===== config.mk =====
export PLATFORM = sky130hd
export DESIGN_NAME = exe_stage_mdu
export DESIGN_NICKNAME = d
export VERILOG_FILES = /design/src/rtl/exe_stage_mdu_pkg.sv /design/src/rtl/exe_stage_mdu_div.sv /design/src/rtl/exe_stage_mdu.sv
export SDC_FILE = /design/constraint.sdc
export NUM_CORES = 2
export LEC_CHECK = 0
export CAP_MARGIN = 10
export CORE_ASPECT_RATIO = 1.1
export CORE_MARGIN = 1
export CORE_UTILIZATION = 40
export DETAILED_ROUTE_END_ITERATION = 6
export SYNTH_ARGS = -nofsm -noshare
export SYNTH_HDL_FRONTEND = slang
export SYNTH_SLANG_ARGS = --single-unit

===== constraint.sdc =====
create_clock -name clk -period 30.4 [get_ports clk]
set_input_delay 7.6 -clock clk [delete_from_list [all_inputs] [get_ports clk]]
set_output_delay 7.6 -clock clk [all_outputs]
set_load 0.05 [all_outputs]

===== src/rtl/exe_stage_mdu_pkg.sv =====
// Shared encodings for the RV64 M-extension multiply/divide unit:
// funct3 op codes, op bus width, FSM state codes and op-decode helpers.
`ifndef EXE_STAGE_MDU_DEFS
`define EXE_STAGE_MDU_DEFS
`define MDU_OP_BUS   3
`define MDU_MUL      3'd0
`define MDU_MULH     3'd1
`define MDU_MULHSU   3'd2
`define MDU_MULHU    3'd3
`define MDU_DIV      3'd4
`define MDU_DIVU     3'd5
`define MDU_REM      3'd6
`define MDU_REMU     3'd7
`define MDU_ST_IDLE  2'd0
`define MDU_ST_MUL   2'd1
`define MDU_ST_DIV   2'd2
`define MDU_ST_DONE  2'd3
`endif

package exe_stage_mdu_pkg;

  typedef enum logic [1:0] {
    ST_IDLE = `MDU_ST_IDLE,
    ST_MUL  = `MDU_ST_MUL,
    ST_DIV  = `MDU_ST_DIV,
    ST_DONE = `MDU_ST_DONE
  } mdu_state_e;

  // funct3[2] separates the divide family from the multiply family.
  function automatic logic op_is_div(input logic [`MDU_OP_BUS-1:0] op);
    return op[2];
  endfunction

  function automatic logic op_is_rem(input logic [`MDU_OP_BUS-1:0] op);
    return op[2] & op[1];
  endfunction

  // rs1 is signed for MUL, MULH, MULHSU, DIV and REM.
  function automatic logic op1_signed(input logic [`MDU_OP_BUS-1:0] op);
    return (op == `MDU_MUL) || (op == `MDU_MULH) || (op == `MDU_MULHSU) ||
           (op == `MDU_DIV) || (op == `MDU_REM);
  endfunction

  // rs2 is signed for MUL, MULH, DIV and REM.
  function automatic logic op2_signed(input logic [`MDU_OP_BUS-1:0] op);
    return (op == `MDU_MUL) || (op == `MDU_MULH) ||
           (op == `MDU_DIV) || (op == `MDU_REM);
  endfunction

endpackage


===== src/rtl/exe_stage_mdu_div.sv =====
// Restoring divider datapath: one quotient bit per step on unsigned
// magnitudes. quo_o/rem_o expose the post-step values so the caller can
// capture the final result on the same edge as the last step.
module exe_stage_mdu_div #(
  parameter int XLEN  = 64,
  parameter int CNT_W = 7
) (
  input  logic             clk,
  input  logic             rst,
  input  logic             clear_i,
  input  logic             start_i,
  input  logic             step_i,
  input  logic [XLEN-1:0]  dividend_i,
  input  logic [XLEN-1:0]  divisor_i,
  input  logic [CNT_W-1:0] iters_i,
  output logic [XLEN-1:0]  quo_o,
  output logic [XLEN-1:0]  rem_o,
  output logic             last_o
);

  logic [XLEN-1:0]  rem_q, rem_d;
  logic [XLEN-1:0]  quo_q, quo_d;
  logic [XLEN-1:0]  dvs_q, dvs_d;
  logic [CNT_W-1:0] cnt_q, cnt_d;
  logic [XLEN:0]    r_shift;
  logic [XLEN:0]    diff;
  logic             take;

  // One restoring step: shift in the next dividend bit, trial-subtract.
  always_comb begin
    r_shift = {rem_q, quo_q[XLEN-1]};
    diff    = r_shift - {1'b0, dvs_q};
    take    = ~diff[XLEN];
    quo_o   = {quo_q[XLEN-2:0], take};
    rem_o   = take ? diff[XLEN-1:0] : r_shift[XLEN-1:0];
    last_o  = step_i && (cnt_q == CNT_W'(1));
  end

  // Load on start, advance on step; otherwise hold.
  always_comb begin
    // NOTE: every output of this block gets a default first, so no latch is inferred.
    rem_d = rem_q;
    quo_d = quo_q;
    dvs_d = dvs_q;
    cnt_d = cnt_q;
    if (start_i) begin
      // Align the dividend so its bit iters_i-1 is the first one shifted in.
      rem_d = '0;
      quo_d = dividend_i << (CNT_W'(XLEN) - iters_i);
      dvs_d = divisor_i;
      cnt_d = iters_i;
    end else if (step_i) begin
      rem_d = rem_o;
      quo_d = quo_o;
      cnt_d = cnt_q - CNT_W'(1);
    end
  end

  // Iteration counter.
  always_ff @(posedge clk) begin
    // NOTE: sequential state uses non-blocking assignments only.
    if (rst || clear_i) cnt_q <= '0;
    else                cnt_q <= cnt_d;
  end

  // Datapath registers.
  always_ff @(posedge clk) begin
    // NOTE: no reset here on purpose; start_i always loads these before use.
    rem_q <= rem_d;
    quo_q <= quo_d;
    dvs_q <= dvs_d;
  end

endmodule


===== src/rtl/exe_stage_mdu.sv =====
// Iterative multiply/divide unit for the RV64 execute stage (M extension,
// including *W forms). One op in flight, valid/ready on both sides, flush.
// Build option MDU_FAST_MUL_EN: single-cycle combinational multiplier for
// MUL* ops instead of the radix-2 shift-add loop.
module exe_stage_mdu
  import exe_stage_mdu_pkg::*;
#(
  parameter int XLEN   = 64,
  parameter int WORD_W = 32
) (
  input  logic                   clk,
  input  logic                   rst,
  input  logic                   flush,
  input  logic                   in_valid,
  output logic                   in_ready,
  input  logic [`MDU_OP_BUS-1:0] op,
  input  logic                   is_word_opt,
  input  logic [XLEN-1:0]        op1,
  input  logic [XLEN-1:0]        op2,
  output logic                   out_valid,
  input  logic                   out_ready,
  output logic [XLEN-1:0]        result,
  output logic                   busy
);

  localparam int CNT_W = $clog2(XLEN + 1);

  // Extend the low WORD_W bits to XLEN, signed or unsigned.
  function automatic logic [XLEN-1:0] word_ext(input logic [XLEN-1:0] v, input logic sgn);
    logic [XLEN-1:0] r;
    r = v;
    for (int i = WORD_W; i < XLEN; i++) r[i] = sgn & v[WORD_W-1];
    return r;
  endfunction

  // Word results are always sign-extended from bit WORD_W-1.
  function automatic logic [XLEN-1:0] fmt_result(input logic [XLEN-1:0] v, input logic word);
    return word ? word_ext(v, 1'b1) : v;
  endfunction

  function automatic logic [XLEN-1:0] mul_pick(input logic [2*XLEN-1:0] p,
                                               input logic [`MDU_OP_BUS-1:0] o);
    return (o == `MDU_MUL) ? p[XLEN-1:0] : p[2*XLEN-1:XLEN];
  endfunction

  mdu_state_e              state_q, state_d;
  logic                    out_valid_q, out_valid_d;
  logic [XLEN-1:0]         result_q, result_d;
  logic [`MDU_OP_BUS-1:0]  op_q, op_d;
  logic                    word_q, word_d;
  logic                    neg_q, neg_d;
  logic [2*XLEN-1:0]       acc_q, acc_d;
  logic [2*XLEN-1:0]       mcand_q, mcand_d;
  logic [XLEN-1:0]         mplier_q, mplier_d;
  logic [CNT_W-1:0]        mcnt_q, mcnt_d;

  logic [`MDU_OP_BUS-1:0]  eff_op;
  logic                    a_sgn, b_sgn, a_neg, b_neg;
  logic [XLEN-1:0]         a_ext, b_ext, a_mag, b_mag, min_n;
  logic [CNT_W-1:0]        n_iter;
  logic                    div_zero, div_ovf, accept, div_start;
  logic [2*XLEN-1:0]       acc_sum, mul_prod;
  logic [XLEN-1:0]         div_quo, div_rem, div_raw, div_res;
  logic                    div_last;

  assign in_ready  = (state_q == ST_IDLE) && !flush;
  assign busy      = (state_q != ST_IDLE);
  assign out_valid = out_valid_q;
  assign result    = result_q;

  // Decode the incoming request into magnitudes, signs and special cases.
  always_comb begin
    // MULH* on words runs as MULW.
    eff_op   = (is_word_opt && !op_is_div(op)) ? `MDU_MUL : op;
    a_sgn    = op1_signed(eff_op);
    b_sgn    = op2_signed(eff_op);
    a_ext    = is_word_opt ? word_ext(op1, a_sgn) : op1;
    b_ext    = is_word_opt ? word_ext(op2, b_sgn) : op2;
    a_neg    = a_sgn & a_ext[XLEN-1];
    b_neg    = b_sgn & b_ext[XLEN-1];
    a_mag    = a_neg ? -a_ext : a_ext;
    b_mag    = b_neg ? -b_ext : b_ext;
    min_n    = is_word_opt ? word_ext(XLEN'(1) << (WORD_W - 1), 1'b1)
                           : {1'b1, {(XLEN-1){1'b0}}};
    div_zero = (b_ext == '0);
    div_ovf  = a_sgn && (a_ext == min_n) && (b_ext == '1);
    n_iter   = is_word_opt ? CNT_W'(WORD_W) : CNT_W'(XLEN);
    accept   = in_valid && in_ready;
    div_start = accept && op_is_div(eff_op) && !div_zero && !div_ovf;
  end

  // Shift-add step and sign correction of the full-width product.
  always_comb begin
    acc_sum  = acc_q + (mplier_q[0] ? mcand_q : '0);
    mul_prod = neg_q ? -acc_sum : acc_sum;
  end

`ifdef MDU_FAST_MUL_EN
  logic [2*XLEN-1:0] fast_a, fast_b, fast_mag, fast_prod;

  // Single-cycle magnitude multiply with sign correction.
  always_comb begin
    fast_a    = {{XLEN{1'b0}}, a_mag};
    fast_b    = {{XLEN{1'b0}}, b_mag};
    fast_mag  = fast_a * fast_b;
    fast_prod = (a_neg ^ b_neg) ? -fast_mag : fast_mag;
  end
`endif

  exe_stage_mdu_div #(
    .XLEN  (XLEN),
    .CNT_W (CNT_W)
  ) u_div (
    .clk        (clk),
    .rst        (rst),
    .clear_i    (flush),
    .start_i    (div_start),
    .step_i     (state_q == ST_DIV),
    .dividend_i (a_mag),
    .divisor_i  (b_mag),
    .iters_i    (n_iter),
    .quo_o      (div_quo),
    .rem_o      (div_rem),
    .last_o     (div_last)
  );

  // Select quotient or remainder and apply the latched sign.
  always_comb begin
    div_raw = op_is_rem(op_q) ? div_rem : div_quo;
    div_res = neg_q ? -div_raw : div_raw;
  end

  // FSM next state, datapath loads and result capture.
  always_comb begin
    state_d     = state_q;
    out_valid_d = out_valid_q;
    result_d    = result_q;
    op_d        = op_q;
    word_d      = word_q;
    neg_d       = neg_q;
    acc_d       = acc_q;
    mcand_d     = mcand_q;
    mplier_d    = mplier_q;
    mcnt_d      = mcnt_q;
    if (flush) begin
      state_d     = ST_IDLE;
      out_valid_d = 1'b0;
    end else begin
      unique case (state_q)
        ST_IDLE: begin
          if (accept) begin
            op_d   = eff_op;
            word_d = is_word_opt;
            // Remainder takes the dividend's sign; everything else the XOR.
            neg_d  = op_is_rem(eff_op) ? a_neg : (a_neg ^ b_neg);
            if (!op_is_div(eff_op)) begin
`ifdef MDU_FAST_MUL_EN
              result_d    = fmt_result(mul_pick(fast_prod, eff_op), is_word_opt);
              out_valid_d = 1'b1;
              state_d     = ST_DONE;
`else
              acc_d    = '0;
              mcand_d  = {{XLEN{1'b0}}, a_mag};
              mplier_d = b_mag;
              mcnt_d   = n_iter;
              state_d  = ST_MUL;
`endif
            end else if (div_zero) begin
              result_d    = fmt_result(op_is_rem(eff_op) ? a_ext : '1, is_word_opt);
              out_valid_d = 1'b1;
              state_d     = ST_DONE;
            end else if (div_ovf) begin
              result_d    = fmt_result(op_is_rem(eff_op) ? '0 : a_ext, is_word_opt);
              out_valid_d = 1'b1;
              state_d     = ST_DONE;
            end else begin
              state_d = ST_DIV;
            end
          end
        end
        ST_MUL: begin
          acc_d    = acc_sum;
          mcand_d  = mcand_q << 1;
          mplier_d = mplier_q >> 1;
          mcnt_d   = mcnt_q - CNT_W'(1);
          if (mcnt_q == CNT_W'(1)) begin
            result_d    = fmt_result(mul_pick(mul_prod, op_q), word_q);
            out_valid_d = 1'b1;
            state_d     = ST_DONE;
          end
        end
        ST_DIV: begin
          if (div_last) begin
            result_d    = fmt_result(div_res, word_q);
            out_valid_d = 1'b1;
            state_d     = ST_DONE;
          end
        end
        ST_DONE: begin
          if (out_ready) begin
            out_valid_d = 1'b0;
            state_d     = ST_IDLE;
          end
        end
        default: state_d = ST_IDLE;
      endcase
    end
  end

  // Control state and architectural outputs; rst overrides flush.
  always_ff @(posedge clk) begin
    if (rst) begin
      state_q     <= ST_IDLE;
      out_valid_q <= 1'b0;
      result_q    <= '0;
    end else begin
      state_q     <= state_d;
      out_valid_q <= out_valid_d;
      result_q    <= result_d;
    end
  end

  // Operand/iteration registers, loaded on accept before they are read.
  always_ff @(posedge clk) begin
    op_q     <= op_d;
    word_q   <= word_d;
    neg_q    <= neg_d;
    acc_q    <= acc_d;
    mcand_q  <= mcand_d;
    mplier_q <= mplier_d;
    mcnt_q   <= mcnt_d;
  end

endmodule


==> impl_metrics.yaml <==
outcome:
  outcome: "finished with violations"
  failed_checks: "design-rule violations"
global_routing:
  global_route.overflow_total: 0
  largest_net_degree_at_the_start_of_global_routing: 146
  grt_pass1_wl_um: 357000
  tot_gr_track_use_pct: 36.7
  antenna_found_initial: 11
  number_of_global_route_vias_before_repair: 50700
cts:
  cts-buffers-inserted: 78
  ctsHoldBuffers: 0
  cts-htree-levels: 3
  tritoncts: "yes"
  max-clock-path-buffers: 3
  cts-resized-gates: 0
  clk_latency_ns: 0.71
  cts_post_setup_buffers_inserted: 0
  clk_pin_slew_worst_paths_ns: 0.05
  clk_root_buffer_cell: "clkbuf_16"
  clock-sinks: 598
worst_setup_path:
  required_ns: 22.80
  setup.worst_path.end_class: "output pin"
  max_stage_delay_ns: 0.83
  ff2ff_setup_slack_ns: 20.52
  critPathTopFamily: "buffers and inverters"
  startpoint_type: "primary input"
  reg2reg_from: "mplier_q[0]"
  rr_worst_depth: 19
  critical_path.n_buffers_inverters: 2
  critical_path.most_common_cell: "clkdlybuf4s50_1"
  critical_path_arrival_ns: 9.11
  worst_r2r_endpoint: "result[37]"
  crit_fanout: 5
  crit_path_cell_trace: "clkdlybuf4s50_1, nor2_1, clkdlybuf4s50_1"
  worst_path_max_delay_cell: "clkdlybuf4s50_1"
  criticalPathCategory: "in2out"
pwr:
  p_leak_nw: 20.8
  power_density_mw_per_mm2: 58.3
  design_power_total_mw: 3.43
  max-vdd-ir-drop_v: 0.0000430
synthesis:
  syn_inst: 6624
  synth.yosys.seq_area_share_pct: 31.5
  synth_area_per_cell_sq_um: 7.95
  netlist_area_sq_mm: 0.0526
  synth_top_flop_cell: "edfxtp_1"
  synthArstFlopShare_pct: 0
  synth-edff-count: 460
  syn_nets: 6968
  postSynthRegisterBits: 598
  netlist-cell-type-count: 109
  yosysWarnings: 0
layout:
  final_design_area_no_fill_sq_mm: 0.0588
  drive_gt1_share_pct: 6.73
  postLayoutCoreUtil_pct: 45.0
  layout-area-overhead-vs-synth_pct: 11.7
  fillerInstances: 13200
  final_nets: 6953
sta:
  timing.final.setup_violations: 0
  final-hold-violation-count: 0
  clock-skew-final_ns: 0.0383
  timing.final.crit_share_pct: 55.0
  fin_setup_tns_ns: 0
  final_period_minus_worst_setup_slack_ns: 16.71
  rsz_0062_raised_after_global_routing: "false"
  max_freq_ghz: 0.0598
  worst_hold_slack_ns: 0.480
  slew_limit_fails: 0
  tightest_slew_ns: 1.41
  max_slew_headroom_pct: 6.11
drt:
  dr.first_iter.drc_count: 6698
  routed_wirelength_um: 253000
  vias: 54700
  number_of_drc_violations_after_detailed_routing: 13
  avgViaCountPerCell: 6.49
  drtAntennaViolNets: 0
  wl_per_cell_um: 30.0
  drtPass1Iterations: 7
floorplanning:
  die_y_um: 382
  fp.dieW_um: 348
  floorplan.rows: 139
  placeableCoreArea_sq_mm: 0.131
  boundaryPins: 204
  initial_utilization_pct: 40.3
  die_outline_area_sq_mm: 0.133
min_path:
  hold_path_startpoint: "out_valid"
  hold_path_class: "reg2reg"
  holdPathEnd: "out_valid"
  whs_path_depth: 2
place:
  detailed_placement_hpwl_um: 202000
  placed_standard_cell_area_sq_mm: 0.0562
  io_buffer_count: 203
  globalplace.congestion: 1.06
flow_run:
  max-cap-violations: 0
-- logic make-up (layout without fill, tap and decap cells) --
group,Yosys count,after routing,share of synthesized area [%]
mux,182,182,3.73
buf+inv,547,595,4.07
xor+xnor,325,325,5.41
flops,598,598,31.5
simple gates,2672,2672,25.1
compound gates,2088,2088,25.2
other cells,0,2,0
fa+ha+maj,212,212,5.04
-- power breakdown --
| group | switching, mW | internal [mW] | total, mW | leakage [nW] |
|---|---|---|---|---|
| Clock | 0.406 | 0.546 | 0.951 | 1.24 |
| Sequential | 0.0754 | 0.965 | 1.04 | 5.42 |
| Combinational | 0.975 | 0.464 | 1.44 | 14.1 |
| Total | 1.46 | 1.98 | 3.43 | 20.8 |
-- per-stage QoR --
| stage | setup slack, ns | instances |
|---|---|---|
| after floorplan | 5.63 | 6624 |
| after global placement | 13.66 | 8291 |
| after detailed placement | 13.69 | 8291 |
| after CTS | 13.69 | 8434 |
| after global routing | 13.65 | 8434 |
| final | 13.69 | 8436 |
-- synth_stat cells (67+ instances only) --
cell type	count	share of area (%)
edfxtp_1	460	26
o21ai_0	532	5.1
ha_1	205	4.9
o211ai_1	70	1.0
nor2_1	614	4.4
inv_1	136	0.97
mux2i_1	67	1.3
mux2_2	113	2.4
nand2_1	761	5.4
or3_1	90	1.1
nor4_1	106	1.3
nand4_1	143	1.7
and2_1	294	3.5
xor2_1	135	2.2
dfxtp_1	138	5.2
clkbuf_1	348	2.5
nand3_1	130	1.2
a31oi_1	67	0.80
a211oi_1	103	1.5
o31ai_1	94	1.3
a21oi_1	580	5.5
xnor2_1	190	3.2
nor3_1	193	1.8
a21o_1	105	1.5
-- worst max-delay path by stage --
stage          startpoint        to  slack [ns]  cells past startpoint
2_1_floorplan       op[2]  acc_q[0]        5.63                      3
3_3_place_gp        flush  in_ready       13.66                      3
3_5_place_dp        flush  in_ready       13.69                      3
4_1_cts             flush  in_ready       13.69                      3
5_1_grt             flush  in_ready       13.65                      3
6_report            flush  in_ready       13.69                      3
-- state kept, by name, summed over array words and instances, names as in the netlist, 64 cells and up --
| signal | count |
|---|---|
| u_div.rem_q | 64 |
| result | 64 |
| u_div.dvs_q | 64 |
| u_div.quo_q | 64 |
| mplier_q | 64 |
| mcand_q | 128 |
| acc_q | 128 |
-- cell usage in the layout (no fill, tap or decap), drive strengths merged, types with 141 or more instances in the layout --
cell type | Yosys | layout
o21ai | 594 | 594
ha | 205 | 205
xnor2 | 190 | 190
a21oi | 586 | 586
nor3 | 193 | 193
nand2 | 761 | 761
clkdlybuf4s50 | 0 | 201
inv | 137 | 141
nand4 | 143 | 143
nor2 | 614 | 614
edfxtp | 460 | 460
and2 | 297 | 297
-- tightest hold or removal path: stages (launching register included) --
cell and delay (ns):
dfxtp_1 0.31, o21ai_0 0.07, a21oi_1 0.06
-- layout make-up --
| type | count | area, sq um | share of cell area (%) |
|---|---|---|---|
| inverters | 138 | 526 | 0.894 |
| clock buffers | 103 | 2120 | 3.60 |
| clock inverters | 40 | 434 | 0.738 |
| diodes | 2 | 5.00 | 0.00851 |
| well taps | 1762 | 2200 | 3.75 |
| multi-input cells | 5479 | 34100 | 57.9 |
| flip-flops and latches | 598 | 16600 | 28.2 |
| repair buffers | 314 | 2880 | 4.90 |
-- metal layers --
metal / GRT usage (%) / vias to the layer above / wire length (um)
met3: 5.30 / 577 / 20400
met4: 21.5 / 10 / 16500
met1: 46.4 / 26600 / 101000
li1: - / 24800 / -
met5: 0 / - / 76
met2: 59.3 / 2728 / 115000
Power figures use the tool's default switching activity.
